<file path="src/rtl/risc_pipe_ctrl.sv">
// Issue controller between decode and execute: RAW scoreboard, in-flight window, start/halt/drain FSM.
// Latency: fetch_en/issue/stall are combinational from registered state + current inputs; state/halted/inflight update at posedge.
// Backpressure: stall (and fetch_en low) holds fetch/decode on RAW hazard or full window; STALL re-evaluates one cycle later.
// Optional build macro RISC_PIPE_CTRL_STATS_EN adds a saturating 16-bit stall_cnt output.
module risc_pipe_ctrl #(
    parameter int NREG         = 8,
    parameter int MAX_INFLIGHT = 3
) (
    input  logic       clk,
    input  logic       rst_n,
    input  logic       start,
    input  logic       halt_req,
    input  logic       dec_valid,
    input  logic [3:0] dec_opcode,
    input  logic [2:0] dec_dst,
    input  logic [2:0] dec_opnda,
    input  logic [2:0] dec_opndb,
    input  logic       wb_valid,
    input  logic [2:0] wb_dst,
    output logic       fetch_en,
    output logic       issue,
    output logic       stall,
    output logic       halted,
    output logic [2:0] state,
    output logic [2:0] inflight
`ifdef RISC_PIPE_CTRL_STATS_EN
    ,
    output logic [15:0] stall_cnt
`endif
);

    typedef enum logic [2:0] {
        ST_IDLE   = 3'd0,
        ST_RUN    = 3'd1,
        ST_STALL  = 3'd2,
        ST_DRAIN  = 3'd3,
        ST_HALTED = 3'd4
    } state_t;

    localparam logic [3:0] OP_HLT = 4'b1101;
    localparam logic [3:0] OP_LD  = 4'b1110;
    localparam logic [3:0] OP_ST  = 4'b1111;
    localparam logic [2:0] MAX_W  = 3'(MAX_INFLIGHT);

    state_t            cur;
    logic [NREG-1:0]   pend;
    logic [NREG-1:0]   pend_nxt;
    logic [NREG-1:0]   wb_mask;
    logic [NREG-1:0]   eff;
    logic [2:0]        inflight_q;

    logic is_alu;
    logic is_hlt;
    logic is_ld;
    logic is_st;
    logic rd_a;
    logic rd_b;
    logic writer;
    logic wb_hit;
    logic hazard;
    logic full;
    logic inc;
    logic dec;
    logic [2:0] infl_after_wb;

    assign state    = cur;
    assign inflight = inflight_q;

    // Opcode class decode: ALU reads both operands, st reads only its data operand, ld/ALU write dst.
    always_comb begin
        is_alu = (dec_opcode <= 4'b1100);
        is_hlt = (dec_opcode == OP_HLT);
        is_ld  = (dec_opcode == OP_LD);
        is_st  = (dec_opcode == OP_ST);
        rd_a   = is_alu | is_st;
        rd_b   = is_alu;
        writer = is_alu | is_ld;
    end

    // Same-cycle write-back bypass: a register completing now no longer blocks the decoder.
    always_comb begin
        wb_mask = '0;
        if (wb_valid) begin
            wb_mask[wb_dst] = 1'b1;
        end
        eff    = pend & ~wb_mask;
        wb_hit = wb_valid & pend[wb_dst];
    end

    // Hazard and window-full evaluation; the window is judged after this cycle's write-back retires.
    always_comb begin
        infl_after_wb = inflight_q;
        if (wb_hit && inflight_q != 3'd0) begin
            infl_after_wb = inflight_q - 3'd1;
        end
        hazard = dec_valid & ((rd_a & eff[dec_opnda]) | (rd_b & eff[dec_opndb]));
        full   = dec_valid & writer & (infl_after_wb == MAX_W);
    end

    // Pipeline handshake outputs; only RUN may issue, and a pending halt request blocks issue.
    always_comb begin
        issue    = 1'b0;
        stall    = 1'b0;
        fetch_en = 1'b0;
        case (cur)
            ST_RUN: begin
                stall    = dec_valid & (hazard | full);
                issue    = dec_valid & ~hazard & ~full & ~is_hlt & ~halt_req;
                fetch_en = ~stall;
            end
            ST_STALL: begin
                stall = 1'b1;
            end
            default: begin
                stall = 1'b0;
            end
        endcase
    end

    // Next scoreboard: a retiring write-back clears, a new writer sets; set is applied last so it wins.
    always_comb begin
        inc      = issue & writer;
        dec      = wb_hit & (inflight_q != 3'd0);
        pend_nxt = pend;
        if (wb_hit) begin
            pend_nxt[wb_dst] = 1'b0;
        end
        if (inc) begin
            pend_nxt[dec_dst] = 1'b1;
        end
    end

    // Scoreboard and in-flight counter registers; write-backs to non-pending registers are ignored.
    always_ff @(posedge clk or negedge rst_n) begin
        if (!rst_n) begin
            pend       <= '0;
            inflight_q <= 3'd0;
        end else begin
            pend <= pend_nxt;
            case ({inc, dec})
                2'b10:   inflight_q <= inflight_q + 3'd1;
                2'b01:   inflight_q <= inflight_q - 3'd1;
                default: inflight_q <= inflight_q;
            endcase
        end
    end

    // Control FSM: start/run/stall/drain/halt sequencing with registered halted flag.
    always_ff @(posedge clk or negedge rst_n) begin
        if (!rst_n) begin
            cur    <= ST_IDLE;
            halted <= 1'b0;
        end else begin
            case (cur)
                ST_IDLE: begin
                    if (start) begin
                        cur <= ST_RUN;
                    end
                end
                ST_RUN: begin
                    if (halt_req || (dec_valid && is_hlt)) begin
                        cur <= ST_DRAIN;
                    end else if (stall) begin
                        cur <= ST_STALL;
                    end
                end
                ST_STALL: begin
                    if (halt_req) begin
                        cur <= ST_DRAIN;
                    end else if (!hazard && !full) begin
                        cur <= ST_RUN;
                    end
                end
                ST_DRAIN: begin
                    if (pend == '0 && inflight_q == 3'd0) begin
                        cur    <= ST_HALTED;
                        halted <= 1'b1;
                    end
                end
                ST_HALTED: begin
                    if (start) begin
                        cur    <= ST_RUN;
                        halted <= 1'b0;
                    end
                end
                default: begin
                    cur    <= ST_IDLE;
                    halted <= 1'b0;
                end
            endcase
        end
    end

`ifdef RISC_PIPE_CTRL_STATS_EN
    logic start_ok;
    assign start_ok = start & ((cur == ST_IDLE) | (cur == ST_HALTED));

    // Saturating stall-cycle counter, restarted whenever a start is accepted.
    always_ff @(posedge clk or negedge rst_n) begin
        if (!rst_n) begin
            stall_cnt <= 16'd0;
        end else if (start_ok) begin
            stall_cnt <= 16'd0;
        end else if (stall && stall_cnt != 16'hFFFF) begin
            stall_cnt <= stall_cnt + 16'd1;
        end
    end
`endif

endmodule

</file>
<file path="config.mk">
export PLATFORM = sky130hd
export DESIGN_NAME = risc_pipe_ctrl
export DESIGN_NICKNAME = d
export VERILOG_FILES = /design/src/rtl/risc_pipe_ctrl.sv
export SDC_FILE = /design/constraint.sdc
export NUM_CORES = 1
export LEC_CHECK = 0
export ABC_AREA = 1
export CAP_MARGIN = 0
export CELL_PAD_IN_SITES_DETAIL_PLACEMENT = 0
export CELL_PAD_IN_SITES_GLOBAL_PLACEMENT = 1
export CORE_AREA = 5 5 69 71
export DETAILED_ROUTE_END_ITERATION = 16
export DIE_AREA = 0 0 74 76
export PLACE_DENSITY_LB_ADDON = 0.1
export RECOVER_POWER = 100
export SETUP_SLACK_MARGIN = 0.4
export SYNTH_ARGS = -nofsm -noshare
export SYNTH_HDL_FRONTEND = slang
export SYNTH_SLANG_ARGS = --single-unit
</file>
<file path="constraint.sdc">
create_clock -name clk -period 2.7 [get_ports clk]
set_input_delay 0.405 -clock clk [delete_from_list [all_inputs] [get_ports clk]]
set_output_delay 0.405 -clock clk [all_outputs]
set_load 0.02 [all_outputs]
</file>
# Yosys cells after proc, flatten, opt, wreduce, memory -nomap -nowiden
# Index checks and enable logic that the tools add are counted.
totals:
  rom_bits: 0
  elab_cells: 102
  ff_bits: 15
  mem_count: 0
  ramBits: 0
  latchBits: 0
  out_inout_bits: 10
op_classes:
  shifts: 0
  n_addsub: 2
  bitwise: 28
  n_div: 0
  n_reduce_logical: 18
  mul: 0
  n_eq_ne: 15
  n_mux: 28
  magnitude_cmp: 7
op_table:
  columns: ["op", "n"]
  rows:
  - ["two-way mux 8 bit", 3]
  - ["two-way mux 3 bit", 7]
  - ["AND 8 bit", 2]
  - ["< comparator 3 x 4 -> 1 bit, second input constant", 4]
  - ["NOT 8 bit", 2]
  - ["AND 1 bit", 13]
  - ["== test 4 bit, second input constant", 3]
  - ["one-hot mux 3 bit (4 select lines)", 1]
  - ["binary-select mux 1 bit (select 3 bit)", 3]
  - ["== test 3 x 2 -> 1 bit, second input constant", 3]
  - ["two-way mux 1 bit", 9]
  - ["logical NOT 8 bit", 1]
  - ["bitwise OR 8 bit", 1]
  - ["demux 1 bit (select 3 bit)", 2]
  - ["greater-or-equal comparator 3 x 1 -> 1 bit, second input constant", 2]
  - ["logical AND 1 bit", 6]
  - ["logical NOT 3 bit", 2]
  - ["!= test 3 bit, second input constant", 2]
  - ["NOT 1 bit", 6]
  - ["one-hot mux 3 bit (2 select lines)", 1]
  - ["less-or-equal comparator 4 bit, second input constant", 1]
  - ["!= test 2 bit, second input constant", 2]
  - ["bitwise OR 1 bit", 4]
  - ["AND reduction 4 bit", 1]
  - ["16 further kinds", 17]

# Longest topological paths before layout
logic_depth:
  ltp_word: 21
  mapped_depth: 17

# Worst setup path before layout
# No wires, ideal clock.
synth_path:
  path_type: "reg2out"
  startpoint: "register inflight_q[0], in the netlist inflight[0]"
  endpoint: "output port issue"
  setup_slack_ns: 0.277
  arrival_time_ns: 2.018
  stages_incl_launch_ff: 9
  path_cell_list: "dfrtp_1 inv_1 ha_1 ha_1 nand2_1 nand3_1 nand3_2 nand3_2 nor4_1"
synth_via:
  elab_chain_cells: 10
  elab_cells_between_ends: 11
synth_rtl:
  columns: ["item", "line", "rtl"]
  rows:
  - ["from (decl)", "50", "logic [2:0] inflight_q;"]
  - ["from (signal assigned)", "141", "2'b10: inflight_q <= inflight_q + 3'd1;"]
  - ["from (signal assigned)", "142", "2'b01: inflight_q <= inflight_q - 3'd1;"]
  - ["from (signal assigned)", "143", "default: inflight_q <= inflight_q;"]
  - ["parallel branches: the longest is 2 deep, another holds subtractor 3 x 1 -> 3 bit", null, null]
  - ["two-way mux 3 bit *", "93", "if (wb_hit && inflight_q != 3'd0) begin"]
  - ["== test 3 x 2 -> 1 bit *", "97", "full = dec_valid & writer & (infl_after_wb == MAX_W);"]
  - ["AND 1 bit *", "97", null]
  - ["NOT 1 bit *", "108", "issue = dec_valid & ~hazard & ~full & ~is_hlt & ~halt_req;"]
  - ["AND 1 bit * (3 in a row)", "108", null]
  - ["two-way mux 1 bit *", "105", "case (cur)"]
  - ["to (decl)", "21", "output logic issue,"]
# Every way passes the cells marked *.

# Final worst setup path
layout_path:
  startpoint: "register inflight_q[1], in the netlist inflight[1]"
  endpoint: "output port issue"
# The elaborated chain is that of the path after synthesis.

==> out/metrics.yaml <==
cp.required_ns: 2.30
finalMaxSlewViolations: 0
crit_path_start_kind: "flip-flop"
outcome: "finished, final reports clean"
slew_headroom_pct: 54.5
fin_crit_ns: 2.33
ir_drop_v: 0.000368
finalNetCount: 296
setup_slack_ns: 0.371
drt-pass1-iter-count: 4
hp-class: "flip-flop to flip-flop"
power_density_nw_per_um2: 638
yosysTopAreaCell: "dfrtp_1"
critPathMaxStageDelay_ns: 0.42
cp_num_buf_inv: 2
syn_to_final_growth_pct: 55.5
place_congestion: 0.891
die_area_sq_um: 5620
root_buffer: "clkbuf_8"
path_delay_family: "simple AND/OR/NAND/NOR gates"
coreArea_sq_um: 4170
ys_seq_area_share_pct: 28.3
numPortBuffers: 31
hold_buffers: 0
fmax_mhz: 429
cp_max_fo: 4
io_pins: 32
cts.clk_slew.worst_paths_ns: 0.06
cts_made_buffers: 3
ys_ff_latch: 15
avgViaCountPerCell: 4.55
crit_type: "flip-flop to primary output"
grt_pass1_vias: 1423
setup_tns_ns: 0
synthTopCellsByArea: "dfrtp_1 (28%), nand2_1 (19%), nand3_1 (9.8%)"
die_h_microns: 76
crit_chain: "inv_1 -> ha_4 -> ha_2 -> nand2_2 -> nand3_2 -> nand3_4 -> nand3_1 -> nor4_2 -> clkbuf_1"
rows: 24
dp_slack_ns: -0.415
cts_sinks: 15
rsz0062_at_grt: "false"
cts_tree: "done"
placed_area_sq_um: 1910
dpl.hpwl_mm: 2.99
grt-ovfl-total: 0
totalWireLength_mm: 3.81
antenna_found_initial: 0
stdcell_area_sq_um: 2060
tightest_slew_ns: 0.680
grt_pass1_wl_mm: 6.31
drc: 0
clockBufferDepth: 2
skew_ns: 0.00237
syn_area_sq_um: 1330
end_kind: "primary output"
post-route-period-util_pct: 86.3
worstPathArrival_ns: 1.92
wire_per_inst_microns: 11.9
finalHoldViolCount: 0
h-tree-depth: 1
clk_latency_ns: 0.24
synth_cell_types: 21
start_util_pct: 31.7
setup_viol_count_final: 0
crit_slowest_cell: "dfrtp_2"
ant_nets: 0
antennaDiodeCount: 0
grt_max_degree: 16
vias: 1461
maxCapViolCount: 0
grtUsageTotal_pct: 14.0
synth_top_area_share_pct: 28.3
synthCells: 202
drive_gt1_share_pct: 32.3
avgSynthCellArea_sq_um: 6.56
p_leak_nw: 1.03
finalPower_w: 0.00131
yosys_warnings: 0
synth_nets: 228
whs_ns: 0.526
chipWidth_microns: 74
drt_iter0_drc: 56
[cells in the mapped netlist (all sizes together)]
cell	count
nor2	15
nor3	2
xnor2	2
o211ai	1
ha	4
o31ai	1
nand2	70
nand3	35
nand3b	1
nand4	2
a21oi	3
dfrtp	15
nor4	2
o21ai	18
inv	31
[path summary, 6_finish.rpt]
check                             from          end  slack [ns]  cells after the start
setup / recovery           inflight[1]        issue        0.37                      9
hold / removal                  halted       halted        0.53                      2
setup reg to reg           inflight[1]      pend[6]        0.43                     12
hold reg to reg                 halted       halted        0.53                      2
max in group asynchronous        rst_n  inflight[1]        1.58                      1
min in group asynchronous        rst_n      pend[1]        0.64                      1
[placed cells by master (no fill, tap or decap), types with 2 or more instances in the layout]
cell type / netlist / layout
nand3_1: 26 / 26
inv_2: 2 / 7
dfrtp_2: 0 / 3
nand4_1: 2 / 2
nor2_2: 0 / 4
dlymetal6s2s_1: 0 / 2
a21oi_1: 2 / 2
ha_4: 0 / 2
o21ai_4: 0 / 4
clkdlybuf4s50_1: 0 / 14
clkbuf_8: 0 / 3
buf_4: 0 / 30
nand2_1: 66 / 63
inv_1: 29 / 24
clkbuf_1: 0 / 5
nand2_2: 4 / 6
nand3_2: 9 / 8
xnor2_1: 2 / 2
clkbuf_2: 0 / 3
nor2_1: 15 / 11
dfrtp_1: 15 / 12
o21ai_0: 6 / 5
dlygate4sd3_1: 0 / 8
nor3_1: 2 / 2
o21ai_2: 10 / 9
[tightest hold or removal path: stages, from the launching register on]
cell and delay, ns:
dfrtp_1 0.34, o21ai_0 0.10, nand2_1 0.06
[power by group]
part           total [W]  switching [W]  internal (W)  leakage [nW]
Sequential      0.000368      0.0000727      0.000295         0.190
Combinational   0.000768       0.000426      0.000342         0.813
Clock           0.000178      0.0000742      0.000104        0.0228
[kinds of logic (layout without fill, tap and decap cells)]
logic type	after synthesis	in the layout	share of synthesized area, %
flip-flops	15	15	28.3
AND/OR/NAND/NOR	127	127	45.6
AO/OA/AOI/OAI	23	23	12.2
XOR/XNOR	2	2	1.32
buffers and inverters	31	98	8.78
adder cells (fa/ha/maj)	4	4	3.78
[per-stage QoR]
stage / instances / utilization, %
final: 321 / 49.4
after global placement: 310 / 45.7
after global routing: 321 / 49.4
after floorplan: 202 / -
after CTS: 319 / 48.1
after detailed placement: 310 / 45.7
[registers in the layout, summed over array words and instances, names as in the netlist]
signal    count
halted        1
state         3
inflight      3
pend          8
[what timing repair did]
| item | in CTS | in global routing |
|---|---|---|
| gates resized for setup | 26 | 37 |
| gates cloned | 0 | 0 |
| pin swaps | 5 | 14 |
| setup buffers | 5 | 2 |
| setup endpoints to repair | 16 | 6 |
[layer usage]
| layer | global-route usage, % | routed length (microns) | vias up |
|---|---|---|---|
| met3 | 1.45 | 153 | 8 |
| met5 | 0 | 0 | - |
| met4 | 5.80 | 104 | 0 |
| li1 | - | - | 791 |
| met1 | 20.0 | 1870 | 635 |
| met2 | 21.1 | 1690 | 27 |
[area by class of cell]
cell class | count | area (sq um)
Fill cell | 425 | 2110
Inverter | 31 | 116
Clock buffer | 4 | 45.0
Multi-Input combinational cell | 156 | 938
Timing Repair Buffer | 63 | 517
Tap cell | 52 | 65.1
Sequential cell | 15 | 379
Note: power is estimated with default switching activity, not from simulation.
